==> src/rtl/gpio_dbg_bridge.sv <==
// gpio_dbg_bridge: GPIO-word command bridge driving N_CHANNELS debug targets with write/read handshakes.
// Define GPIO_DBG_BRIDGE_TIMEOUT_EN to abort reads that see no rvalid within TIMEOUT cycles.
module gpio_dbg_bridge #(
    parameter int NB_BITS    = 32,
    parameter int NB_CH      = 4,
    parameter int N_CHANNELS = 4,
    parameter int NB_SYNC    = 2,
    parameter int TIMEOUT    = 1023
) (
    input  logic                          i_clk,
    input  logic                          i_rst,
    input  logic [NB_BITS-1:0]            i_gpio_out,
    output logic [NB_BITS-1:0]            o_gpio_data,
    output logic [NB_BITS-1:0]            o_gpio_status,
    output logic [NB_BITS-NB_CH-4:0]      o_ch_data,
    output logic [N_CHANNELS-1:0]         o_ch_wr,
    output logic [N_CHANNELS-1:0]         o_ch_rd,
    input  logic [N_CHANNELS*NB_BITS-1:0] i_ch_rdata,
    input  logic [N_CHANNELS-1:0]         i_ch_rvalid,
    output logic                          o_continue
);
    localparam int NB_DATA = NB_BITS-3-NB_CH;
    localparam logic [NB_CH:0] N_CH_W = (NB_CH+1)'(N_CHANNELS);

    typedef enum logic [1:0] {IDLE, WRITE, READ_WAIT, DONE} state_t;

    state_t               state_q, state_d;
    logic [NB_SYNC-1:0]   stb_sync_q, stb_sync_d, cont_sync_q, cont_sync_d, fill_q, fill_d;
    logic                 stb_prev_q, stb_prev_d, cont_prev_q, cont_prev_d, arm_q, arm_d;
    logic [NB_CH-1:0]     idx_q, idx_d;
    logic [NB_DATA-1:0]   payload_q, payload_d;
    logic [NB_BITS-1:0]   data_q, data_d;
    logic                 busy_q, busy_d, err_q, err_d, ack_q, ack_d;
    logic                 stb_s, cont_s, stb_edge, in_rnw, bad_idx, hit, tmo;
    logic [NB_CH-1:0]     in_idx;
    logic [NB_DATA-1:0]   in_payload;
    logic [N_CHANNELS-1:0] sel;
    logic [NB_BITS-1:0]   rdata_sel;

    assign in_rnw     = i_gpio_out[NB_BITS-3];
    assign in_idx     = i_gpio_out[NB_BITS-4 -: NB_CH];
    assign in_payload = i_gpio_out[NB_DATA-1:0];
    assign bad_idx    = {1'b0, in_idx} >= N_CH_W;
    assign stb_s      = stb_sync_q[NB_SYNC-1];
    assign cont_s     = cont_sync_q[NB_SYNC-1];

    // arm_q only sets once a real (post-reset) low strobe has been seen, so a strobe held across reset is not a command
    assign stb_edge   = stb_s & ~stb_prev_q & arm_q;
    assign o_continue = cont_s & ~cont_prev_q;

    always_comb begin
        stb_sync_d  = {stb_sync_q[NB_SYNC-2:0], i_gpio_out[NB_BITS-2]};
        cont_sync_d = {cont_sync_q[NB_SYNC-2:0], i_gpio_out[NB_BITS-1]};
        fill_d      = {fill_q[NB_SYNC-2:0], 1'b1};
        arm_d       = arm_q | (fill_q[NB_SYNC-1] & ~stb_s);
        stb_prev_d  = stb_s;
        cont_prev_d = cont_s;
    end

    always_comb begin
        sel       = '0;
        rdata_sel = '0;
        for (int k = 0; k < N_CHANNELS; k++) begin
            sel[k]    = idx_q == NB_CH'(k);
            rdata_sel = rdata_sel | ({NB_BITS{sel[k]}} & i_ch_rdata[k*NB_BITS +: NB_BITS]);
        end
        hit = |(sel & i_ch_rvalid);
    end

`ifdef GPIO_DBG_BRIDGE_TIMEOUT_EN
    localparam int CW = $clog2(TIMEOUT+1);
    logic [CW-1:0] cnt_q, cnt_d;

    always_comb begin
        cnt_d = state_q == READ_WAIT ? cnt_q + 1'b1 : '0;
        tmo   = state_q == READ_WAIT && cnt_q == CW'(TIMEOUT-1);
    end

    always_ff @(posedge i_clk or negedge i_rst) begin
        if (!i_rst) cnt_q <= '0;
        else        cnt_q <= cnt_d;
    end
`else
    assign tmo = 1'b0;
`endif

    // ack toggles and busy clears on the transition into DONE so ack lands one cycle after the wr pulse
    always_comb begin
        state_d   = state_q;
        idx_d     = idx_q;
        payload_d = payload_q;
        data_d    = data_q;
        busy_d    = busy_q;
        err_d     = err_q;
        ack_d     = ack_q;
        case (state_q)
            IDLE: if (stb_edge) begin
                idx_d     = in_idx;
                payload_d = in_payload;
                err_d     = bad_idx;
                busy_d    = !bad_idx;
                ack_d     = bad_idx ? ~ack_q : ack_q;
                state_d   = bad_idx ? DONE : in_rnw ? READ_WAIT : WRITE;
            end
            WRITE: begin
                busy_d  = 1'b0;
                ack_d   = ~ack_q;
                state_d = DONE;
            end
            READ_WAIT: if (hit || tmo) begin
                data_d  = hit ? rdata_sel : data_q;
                err_d   = !hit;
                busy_d  = 1'b0;
                ack_d   = ~ack_q;
                state_d = DONE;
            end
            default: state_d = stb_s ? DONE : IDLE;
        endcase
    end

    always_comb begin
        o_ch_wr       = state_q == WRITE ? sel : '0;
        o_ch_rd       = state_q == READ_WAIT ? sel : '0;
        o_ch_data     = payload_q;
        o_gpio_data   = data_q;
        o_gpio_status = '0;
        o_gpio_status[0] = busy_q;
        o_gpio_status[1] = err_q;
        o_gpio_status[2] = ack_q;
        o_gpio_status[NB_CH+7:8] = idx_q;
    end

    always_ff @(posedge i_clk or negedge i_rst) begin
        if (!i_rst) begin
            state_q     <= IDLE;
            stb_sync_q  <= '0;
            cont_sync_q <= '0;
            fill_q      <= '0;
            arm_q       <= 1'b0;
            stb_prev_q  <= 1'b0;
            cont_prev_q <= 1'b0;
            idx_q       <= '0;
            payload_q   <= '0;
            data_q      <= '0;
            busy_q      <= 1'b0;
            err_q       <= 1'b0;
            ack_q       <= 1'b0;
        end else begin
            state_q     <= state_d;
            stb_sync_q  <= stb_sync_d;
            cont_sync_q <= cont_sync_d;
            fill_q      <= fill_d;
            arm_q       <= arm_d;
            stb_prev_q  <= stb_prev_d;
            cont_prev_q <= cont_prev_d;
            idx_q       <= idx_d;
            payload_q   <= payload_d;
            data_q      <= data_d;
            busy_q      <= busy_d;
            err_q       <= err_d;
            ack_q       <= ack_d;
        end
    end
endmodule
==> config.mk <==
export PLATFORM = sky130hd
export DESIGN_NAME = gpio_dbg_bridge
export DESIGN_NICKNAME = d
export VERILOG_FILES = /design/src/rtl/gpio_dbg_bridge.sv
export SDC_FILE = /design/constraint.sdc
export NUM_CORES = 1
export LEC_CHECK = 0
export ABC_CLOCK_PERIOD_IN_PS = 2800
export CORE_ASPECT_RATIO = 0.9
export CORE_MARGIN = 3
export CORE_UTILIZATION = 37
export CTS_CLUSTER_DIAMETER = 120
export DETAILED_ROUTE_END_ITERATION = 10
export PLACE_DENSITY = 0.85
export SKIP_LAST_GASP = 1
export SLEW_MARGIN = 20
export SYNTH_ARGS = -nofsm -noshare
export SYNTH_HDL_FRONTEND = slang
export SYNTH_SLANG_ARGS = --single-unit
export TNS_END_PERCENT = 5
==> constraint.sdc <==
create_clock -name i_clk -period 2.8 [get_ports i_clk]
set_input_delay 0.84 -clock i_clk [delete_from_list [all_inputs] [get_ports i_clk]]
set_output_delay 0.84 -clock i_clk [all_outputs]
set_load 0.01 [all_outputs]
==> qor.csv <==
stage,metric,value,unit
run_status,status,"finished, violations left",
synthesis,Post-Syn Area,0.00408,mm²
synthesis,cell taking the most area after synthesis,dfrtp_1,
sta,final hold slack,0.355,ns
pwr,Cell Pwr Density,924,mW/mm²
synthesis,Synth Warn #,0,
clock_network,Longest Clk Path Bufs,2,
drt,vias,3683,
global_route,GRT Overall Usage,20.7,%
drt,drt first pass iters,4,
sta,Worst slew margin,62.3,%
worst_setup_path,slowest CP cell,clkdlybuf4s50_1,
global_route,pin count of the biggest net entering global routing,47,
clock_network,CTS tree,done,
place,placer congestion estimate,0.823,
cells_and_area,antenna cells,0,
place,placed insts,687,
global_route,first-pass GRT wire length,19.8,mm
sta,RSZ-0062 raised after global routing,true,
worst_setup_path,Crit. End Element,output pin,
run_status,violated checks,negative setup slack,
pwr,leakage power,2.75,nW
sta,Setup TNS,-0.402,ns
cells_and_area,synth-to-layout area growth,68.2,%
floorplanning,I/O Pins,264,
sta,Final period util,104,%
sta,Period minus WS final,2.92,ns
cells_and_area,layout cells sized above 1,17.3,%
floorplanning,Rows,35,
synthesis,"Seq/Total Area, Yosys",46.0,%
drt,average wire per standard cell,19.1,µm
sta,Setup-failing EPs final,6,
drt,DRC Markers,0,
clock_network,latest clock arrival within the worst-skew pair,0.33,ns
synthesis,fraction of synthesized cell area taken by the top area cell type,46.0,%
worst_setup_path,CP Data Required Time,1.96,ns
global_route,initial antenna violation count,0,
clock_network,Sink Count,75,
worst_setup_path,Worst Setup SP,idx_q[3],
place,Port Buffers,238,
worst_hold_path,type of the most critical hold path,flip-flop to flip-flop,
sta,Pins Over Slew Limit,0,
drt,Final ANT Viol Nets,0,
drt,Routed WL,13.5,mm
worst_setup_path,Worst R2R Start,idx_q[3],
sta,Tightest Pin Transition,0.566,ns
floorplanning,Chip Height,106,µm
synthesis,Synth Instances,333,
synthesis,"flops & latches, synth",75,
pwr,Max rail drop VDD,649,µV
floorplanning,Core Area,0.0105,mm²
drt,via/cell ratio,5.20,
sta,worst setup margin,-0.117,ns
synthesis,synthesized area per cell,12.2,µm²
cells_and_area,Final Net Count,744,
worst_setup_path,max incr delay on CP,0.54,ns
clock_network,H-tree depth,3,
run,max-cap viol count,0,
cells_and_area,cell area after layout,0.00686,mm²
place,HPWL Detailed,10.5,mm
drt,Iter 0 DRT Violations,104,
worst_hold_path,min-delay src,stb_sync_q[0],
floorplanning,initial core utilization,38.8,%
floorplanning,DIE AREA,0.0123,mm²
worst_setup_path,"Max FO, Critical Path",6,
worst_setup_path,Top delay family on crit path,simple AND/OR/NAND/NOR gates,
cells_and_area,post-route insts no fill,708,
synthesis,Synth area leaders,"dfrtp_1, a22oi_1, mux2_2",
worst_setup_path,Crit Path Class,flip-flop to output pin,
worst_setup_path,CP Cell Sequence,"or3b_4, nor2_8, and2_1, clkdlybuf4s50_1",
sta,f_max,0.343,GHz
worst_setup_path,CP arrival,2.08,ns
clock_network,Clock transition at path regs,0.07,ns
sta,Setup Skew,0.00975,ns
floorplanning,Die X,117,µm
clock_network,CTS root buf,clkbuf_16,
cells_and_area,fillers,815,
worst_setup_path,Crit path buffers/inverters,1,
place,Post-DP Area,0.00650,mm²
global_route,total congestion overflow,0,
sta,final hold vios,0,
clock_network,CTS Buf Count,9,
global_route,vias in the first global route,3825,
worst_setup_path,startpoint types,flip-flop,
synthesis,synth unique cells,39,
[cells in the mapped netlist (all sizes together)]
master   number
or3b          1
nor4bb        1
nor2b         1
and2          8
mux2         40
nor4          1
nand3b        2
conb          2
xnor2         1
nor3          1
mux2i         2
buf          49
a21oi        24
a31oi         1
inv           5
or3           1
a21o          2
a22o          9
o221ai        1
o22ai         1
nand4b        2
dfrtp        75
a22oi        46
or4           1
o2bb2ai       2
clkbuf        7
a221o         9
nor2          7
a41oi        23
ha            4
nand2         4
[timing repair]
action	in CTS	in global routing
buffers inserted	4	1
endpoints found under the setup margin	8	7
hold endpoints to repair	0	0
pin swaps	2	1
resized for setup	3	2
hold buffers	0	0
[layout by cell type, fill, tap and decap left out, types with 8 or more instances in the layout]
| master | count |
|---|---|
| clkdlybuf4s50_1 | 235 |
| dfrtp_1 | 73 |
| a22oi_1 | 46 |
| mux2_2 | 29 |
| conb_1 | 26 |
| a21oi_1 | 24 |
| buf_4 | 24 |
| a41oi_2 | 18 |
| mux2_1 | 11 |
| a22o_1 | 9 |
| a221o_1 | 9 |
| clkbuf_16 | 9 |
| and2_1 | 8 |
[metrics by stage]
stage	setup WS [ns]	util, %	total power [W]
floorplan	0.460	-	0.00357
global placement	0.188	61.8	0.00500
detailed placement	0.111	61.8	0.00512
CTS	-0.167	65.1	0.00640
global route	-0.164	65.3	0.00672
finish	-0.117	65.3	0.00634
[sequential cells by signal, indices dropped and copies added, names as in the netlist]
register / count
arm_q: 1
stb_prev_q: 1
state_q: 2
idx_q: 4
err_q: 1
ack_q: 1
busy_q: 1
o_ch_data: 25
cont_sync_q: 2
stb_sync_q: 2
cont_prev_q: 1
fill_q: 2
o_gpio_data: 32
[cell type report]
| cell class | count | area [µm²] | share of cell area, % |
|---|---|---|---|
| Sequential cell | 75 | 1880 | 27.4 |
| Multi-Input combinational cell | 221 | 1910 | 27.9 |
| Tap cell | 129 | 161 | 2.35 |
| Clock inverter | 7 | 87.6 | 1.28 |
| Inverter | 5 | 18.8 | 0.274 |
| Clock buffer | 9 | 225 | 3.28 |
| Timing Repair Buffer | 262 | 2570 | 37.5 |
[report_power, final]
| group | leakage (nW) | internal (W) | switching [W] |
|---|---|---|---|
| registers | 0.898 | 0.00154 | 0.000287 |
| clock network | 0.155 | 0.000716 | 0.000495 |
| logic | 1.69 | 0.00180 | 0.00150 |
[kinds of logic (layout without fill, tap and decap cells)]
group / count (synthesis) / in the layout / synth area share (%)
AO/OA/AOI/OAI: 118 / 118 / 25.4
XOR/XNOR: 1 / 1 / 0.215
adder cells (fa/ha/maj): 4 / 4 / 1.23
buffers and inverters: 61 / 283 / 10.0
flip-flops: 75 / 75 / 46.0
multiplexers: 42 / 42 / 11.5
other: 2 / 26 / 0.184
AND/OR/NAND/NOR: 30 / 30 / 5.34
[routing by layer]
layer	track usage [%]	vias to the layer above	wire length, µm
met4	6.55	0	257
met2	36.9	175	6950
met5	0	-	0
met3	8.84	20	1510
li1	-	1718	-
met1	21.8	1770	4800
[path summary, 6_finish.rpt]
| path | to | slack (ns) | cells after the start |
|---|---|---|---|
| worst min register to register | stb_sync_q[1] | 0.35 | 0 |
| worst max register to register | o_gpio_data[30] | 0.78 | 8 |
| min in group asynchronous | cont_sync_q[0] | 0.51 | 1 |
| worst min-delay path | stb_sync_q[1] | 0.35 | 0 |
| worst max-delay path | o_ch_rd[2] | -0.12 | 4 |
| max in group asynchronous | idx_q[3] | 1.64 | 2 |
(Power assumes the default switching activity.)
